File: src/rtl/fft_frame_feeder.sv
// Bridges the audio sample FIFO read port to the FFT streaming sink: collapses each
// channel-interleaved sample group into one real sample and frames it with sop/eop.
module fft_frame_feeder #(
  parameter int DATA_WIDTH = 24,
  parameter int CHANNELS   = 2,
  parameter int FRAME_LEN  = 1024
) (
  input  logic                  MCLK,
  input  logic                  RESET,
  input  logic                  fifo_empty,
  input  logic [DATA_WIDTH-1:0] fifo_data,
  output logic                  fifo_rd_en,
  input  logic                  mode,
  input  logic [1:0]            ch_sel,
  input  logic                  sink_ready,
  output logic                  sink_valid,
  output logic                  sink_sop,
  output logic                  sink_eop,
  output logic [DATA_WIDTH-1:0] sink_real,
  output logic [DATA_WIDTH-1:0] sink_imag,
  output logic [15:0]           frame_cnt
);

  localparam int CH_W  = (CHANNELS == 4) ? 2 : ((CHANNELS == 2) ? 1 : 0);
  localparam int CNT_W = (CH_W == 0) ? 1 : CH_W;
  localparam int ACC_W = DATA_WIDTH + CH_W;
  localparam int IDX_W = $clog2(FRAME_LEN);
  localparam logic [CNT_W-1:0] LAST_CH  = CNT_W'(CHANNELS - 1);
  localparam logic [IDX_W-1:0] LAST_IDX = IDX_W'(FRAME_LEN - 1);

  logic [CNT_W-1:0]        r_ch_cnt;
  logic [IDX_W-1:0]        r_samp_idx;
  logic                    r_rd_pending;
  logic signed [ACC_W-1:0] r_acc;
  logic [DATA_WIDTH-1:0]   r_hold;
  logic                    r_mode;
  logic [1:0]              r_sel;
  logic                    r_sink_valid;
  logic                    r_sink_sop;
  logic                    r_sink_eop;
  logic [DATA_WIDTH-1:0]   r_sink_real;
  logic [15:0]             r_frame_cnt;

  logic                    w_rd_en;
  logic                    w_xfer;
  logic [IDX_W-1:0]        w_idx_next;
  logic [1:0]              w_sel_in;
  logic                    w_latch;
  logic                    w_mode_eff;
  logic [1:0]              w_sel_eff;
  logic                    w_sel_hit;
  logic                    w_last_ch;
  logic                    w_emit;
  logic signed [ACC_W-1:0] w_sext;
  logic signed [ACC_W-1:0] w_sum;
  logic [DATA_WIDTH-1:0]   w_reduced;

  // Read issue, handshake and reduction datapath; a read is only issued when the output slot is free
  always_comb begin
    w_rd_en    = RESET & ~fifo_empty & ~r_rd_pending & (~r_sink_valid | sink_ready);
    w_xfer     = r_sink_valid & sink_ready;
    w_idx_next = r_samp_idx;
    if (w_xfer) begin
      w_idx_next = r_samp_idx + IDX_W'(1);
    end else begin
      w_idx_next = r_samp_idx;
    end
    w_sel_in = (32'(ch_sel) < CHANNELS) ? ch_sel : 2'd0;
    w_latch  = r_rd_pending & (r_ch_cnt == {CNT_W{1'b0}}) & (w_idx_next == {IDX_W{1'b0}});
    if (w_latch) begin
      w_mode_eff = mode;
      w_sel_eff  = w_sel_in;
    end else begin
      w_mode_eff = r_mode;
      w_sel_eff  = r_sel;
    end
    w_sel_hit = (2'(r_ch_cnt) == w_sel_eff);
    w_last_ch = (r_ch_cnt == LAST_CH);
    w_emit    = r_rd_pending & w_last_ch;
    w_sext    = ACC_W'($signed(fifo_data));
    w_sum     = r_acc + w_sext;
    // Dropping the low CH_W bits of the sum is an arithmetic shift toward -inf
    if (w_mode_eff) begin
      w_reduced = w_sum[ACC_W-1:CH_W];
    end else if (w_sel_hit) begin
      w_reduced = fifo_data;
    end else begin
      w_reduced = r_hold;
    end
  end

  // Capture, framing and output registers
  always_ff @(posedge MCLK) begin
    if (!RESET) begin
      r_ch_cnt     <= {CNT_W{1'b0}};
      r_samp_idx   <= {IDX_W{1'b0}};
      r_rd_pending <= 1'b0;
      r_acc        <= {ACC_W{1'b0}};
      r_hold       <= {DATA_WIDTH{1'b0}};
      r_mode       <= 1'b0;
      r_sel        <= 2'd0;
      r_sink_valid <= 1'b0;
      r_sink_sop   <= 1'b0;
      r_sink_eop   <= 1'b0;
      r_sink_real  <= {DATA_WIDTH{1'b0}};
      r_frame_cnt  <= 16'd0;
    end else begin
      r_rd_pending <= w_rd_en;
      if (w_xfer) begin
        r_samp_idx <= w_idx_next;
        if (r_sink_eop) begin
          r_frame_cnt <= r_frame_cnt + 16'd1;
        end
      end
      if (w_emit) begin
        r_sink_valid <= 1'b1;
        r_sink_real  <= w_reduced;
        r_sink_sop   <= (w_idx_next == {IDX_W{1'b0}});
        r_sink_eop   <= (w_idx_next == LAST_IDX);
      end else if (w_xfer) begin
        r_sink_valid <= 1'b0;
      end
      if (r_rd_pending) begin
        r_ch_cnt <= w_last_ch ? {CNT_W{1'b0}} : r_ch_cnt + CNT_W'(1);
        if (w_latch) begin
          r_mode <= mode;
          r_sel  <= w_sel_in;
        end
        if (w_sel_hit) begin
          r_hold <= fifo_data;
        end
        r_acc <= w_emit ? {ACC_W{1'b0}} : w_sum;
      end
    end
  end

  assign fifo_rd_en = w_rd_en;
  assign sink_valid = r_sink_valid;
  assign sink_sop   = r_sink_sop;
  assign sink_eop   = r_sink_eop;
  assign sink_real  = r_sink_real;
  assign sink_imag  = {DATA_WIDTH{1'b0}};
  assign frame_cnt  = r_frame_cnt;

endmodule

File: config.mk
export PLATFORM = sky130hd
export DESIGN_NAME = fft_frame_feeder
export DESIGN_NICKNAME = d
export VERILOG_FILES = /design/src/rtl/fft_frame_feeder.sv
export SDC_FILE = /design/constraint.sdc
export NUM_CORES = 1
export LEC_CHECK = 0
export CAP_MARGIN = 30
export CORE_MARGIN = 1.5
export CORE_UTILIZATION = 25
export CTS_BUF_LIST = sky130_fd_sc_hd__clkbuf_8
export CTS_CLUSTER_DIAMETER = 150
export DETAILED_ROUTE_END_ITERATION = 12
export GPL_TIMING_DRIVEN = 0
export PLACE_DENSITY = 0.4
export SYNTH_ARGS = -nofsm -noshare
export SYNTH_HDL_FRONTEND = slang
export SYNTH_SLANG_ARGS = --single-unit
File: constraint.sdc
create_clock -name MCLK -period 4.07 [get_ports MCLK]
set_input_delay 1.0175 -clock MCLK [delete_from_list [all_inputs] [get_ports MCLK]]
set_output_delay 1.0175 -clock MCLK [all_outputs]
set_load 0.005 [all_outputs]
==> flow_summary.toml <==
[cts]
numClockSinks = 107
insertion_delay_ps = 390
ctsLongestPathBuffers = 2
hold_buffers = 0
path_clk_slew_ps = 110
cts.htree.levels = 3
cts_made_buffers = 9
cts_tree = "done"
cts_root_buffer = "clkbuf_8"

[routing]
final_antenna_net_count = 0
wl_per_cell_um = 16.3
avgViaCountPerCell = 4.68
route.detailed.drc = 0
vias = 5340
drt_wl_total_mm = 18.6
firstDrtPassIters = 4
initialDrtViolationCount = 285

[sta]
finalSetupTns_ps = 0
fin_skew_ps = 11.5
worst_pin_slew_ps = 812
timing.hold.ws_ps = 476
fmax_ghz = 0.261
setup_viol = 0
period_share_pct = 94.1
finalHoldViolCount = 0
slew_violations = 0
fin_crit_ps = 3830
relSlewSlack_pct = 45.9
rsz0062_at_grt = "false"

[synth]
yosysTopAreaCell = "dfxtp_1"
synth_area_leaders = "dfxtp_1, mux2i_1, ha_1, nor2b_1, xnor2_1"
synth_top_area_share_pct = 34.5
synth_seq_cells = 107
avgSynthCellArea_um2 = 8.86
ys_async_sr_fraction_pct = 0
yosys_warnings = 0
yosysMostFrequentCell = "dfxtp_1"
synth_common_cells = "dfxtp_1, nand2_1, mux2i_1"
synth_edf_count = 0
synth_cell_types = 62
synth_ff_type = "dfxtp_1"
synth_cells = 700
synth-seq-area-share_pct = 34.5
synth_area_mm2 = 0.00620

[global_route]
grt_max_degree = 18
grt_pass1_vias = 5140
grt_pass1_wl_mm = 29.0
antenna_found_initial = 0
grt_usage_pct = 14.6
gr-total-overflow = 0

[layout]
multi_input_area_mm2 = 0.00377
nets = 870
syn2layout_area_growth_pct = 23.5
fill_cells = 2564
seq_area_mm2 = 0.00214
design_area_mm2 = 0.00766
antenna_cells = 0
drive_above_1_share_pct = 7.23

[die]
io_pins = 99
initial_core_util_pct = 25.5
die-area_mm2 = 0.0258
die_w_um = 161
rows = 57
die_h_um = 161
coreArea_mm2 = 0.0243

[pwr]
combPwrFrac_pct = 20.9
seqPwrFrac_pct = 50.4
leakagePower_uw = 0.00288
p_clk_share_pct = 28.7
p_sw_uw = 676
ir_drop_uv = 128
p_sw_share_pct = 31.0
intPower_uw = 1510
power.density_mw_per_mm2 = 285

[setup_path]
slowest_delay_ps = 500
crit_required_ps = 4310
cp_common_cell = "a211o_1"
crit_path_start_kind = "primary input"
regToRegSetupSlack_ps = 850
rr_endpoint = "sink_real[22]"
rr_startpoint = "r_samp_idx[0]"
critPathMaxFanout = 3
arrival_ps = 4070
cp_cell_sequence = "clkdlybuf4s50_1 -> ha_1 -> fa_1 -> a211o_1 -> a211o_1 -> a211oi_4 -> o21ai_0 -> a211oi_1 -> xor2_1 -> o221ai_1"
crit_type = "in2reg"
cp-end-kind = "flop"
slowest_stage = "clkdlybuf4s50_1"
r2r_cells = 10

[worst_hold_path]
min_path_type = "reg2reg"
hp-start = "sink_real[15]"
holdPathEnd = "sink_real[15]"
whs_path_depth = 2

[placed_design]
place_area_mm2 = 0.00743
finalWeightedCongestion = 0.820
port_buffers = 73
dp_hpwl_mm = 13.8

[flow_run]
drv_cap = 0

[run_status]
outcome = "finished, final reports clean"
-- cell usage in the layout, fill, tap and decap left out, drive strengths merged, types with 26 or more instances in the layout --
| cell type | n |
|---|---|
| mux2i | 49 |
| buf | 34 |
| xnor2 | 27 |
| ha | 26 |
| nand2 | 53 |
| dfxtp | 107 |
| nand3 | 28 |
| a21oi | 28 |
| nor2b | 39 |
| and2 | 35 |
| clkdlybuf4s50 | 72 |
| o21ai | 30 |
| clkbuf | 40 |
-- per-stage QoR --
step	std cells	setup WS (ps)	util (%)	total power, uW
2_1_floorplan	723	509	-	1420
3_3_place_gp	1120	-744	30.5	1570
3_5_place_dp	1120	-738	30.5	1570
4_1_cts	1135	19.5	31.3	2210
5_1_grt	1140	75.7	31.5	2320
6_report	1140	240	31.5	2180
-- sequential cells by signal (all words and copies together) (netlist names) --
name and count:
r_ch_cnt 1, sink_sop 1, sink_eop 1, frame_cnt 16, r_hold 24, r_rd_pending 1
r_acc 25, sink_real 24, r_samp_idx 10, sink_valid 1, r_mode 1, r_sel 2
-- routing by layer --
| metal | up-vias | global-route usage (%) | wire (um) | part of all wire (%) |
|---|---|---|---|---|
| met5 | - | 0 | 0 | 0 |
| met4 | 0 | 2.68 | 166 | 0.89 |
| met3 | 13 | 3.00 | 719 | 3.9 |
| met2 | 113 | 24.6 | 8780 | 47 |
| met1 | 2520 | 19.2 | 8920 | 48 |
| li1 | 2694 | - | - | - |
-- final cells by class --
class                           instances  share of cell area [%]
Clock buffer                            9                    1.62
Buffer                                 60                    4.56
Inverter                               15                   0.735
Multi-Input combinational cell        541                    49.2
Clock inverter                          6                   0.572
Timing Repair Buffer                   78                    10.1
Tap cell                              324                    5.29
Sequential cell                       107                    28.0
-- worst max path at each step --
stage	from	endpoint	slack [ps]
finish	fifo_data[0]	sink_real[23]	240
global route	fifo_data[0]	sink_real[23]	80
CTS	fifo_data[0]	sink_real[23]	20
detailed placement	fifo_data[0]	sink_real[23]	-740
global placement	fifo_data[0]	sink_real[23]	-740
floorplan	fifo_data[0]	sink_real[23]	510
-- cell families after synthesis --
logic type,count (synthesis),synth area share (%)
DFF,107,34.5
adders and majority gates,27,5.57
muxes,49,7.91
other,1,0.0605
AOI/OAI and AO/OA,172,19.8
buffers and inverters,75,6.53
and+or+nand+nor,227,19.6
xor gates and xnor gates,42,5.93
-- repair_timing --
action	in CTS	in global routing
pin swaps	1	3
setup buffers	0	5
gates resized for setup	2	3
cloned	0	0
setup endpoints to repair	11	32
-- power groups by stage --
stage / Clock [uW] / Sequential [uW] / Combinational, uW
final: 625 / 1100 / 456
after global routing: 709 / 1110 / 504
after CTS: 664 / 1100 / 450
after detailed placement: 0 / 1120 / 445
after global placement: 0 / 1120 / 442
after floorplan: 0 / 1120 / 304
-- worst max-delay path: cells and delay by family --
family          cells  cell delay (ps)
buf+inv             1              500
compound gates      6             1640
fa+ha+maj           2              730
xor+xnor            1              190
No activity file was read; power rests on OpenSTA's default activity.
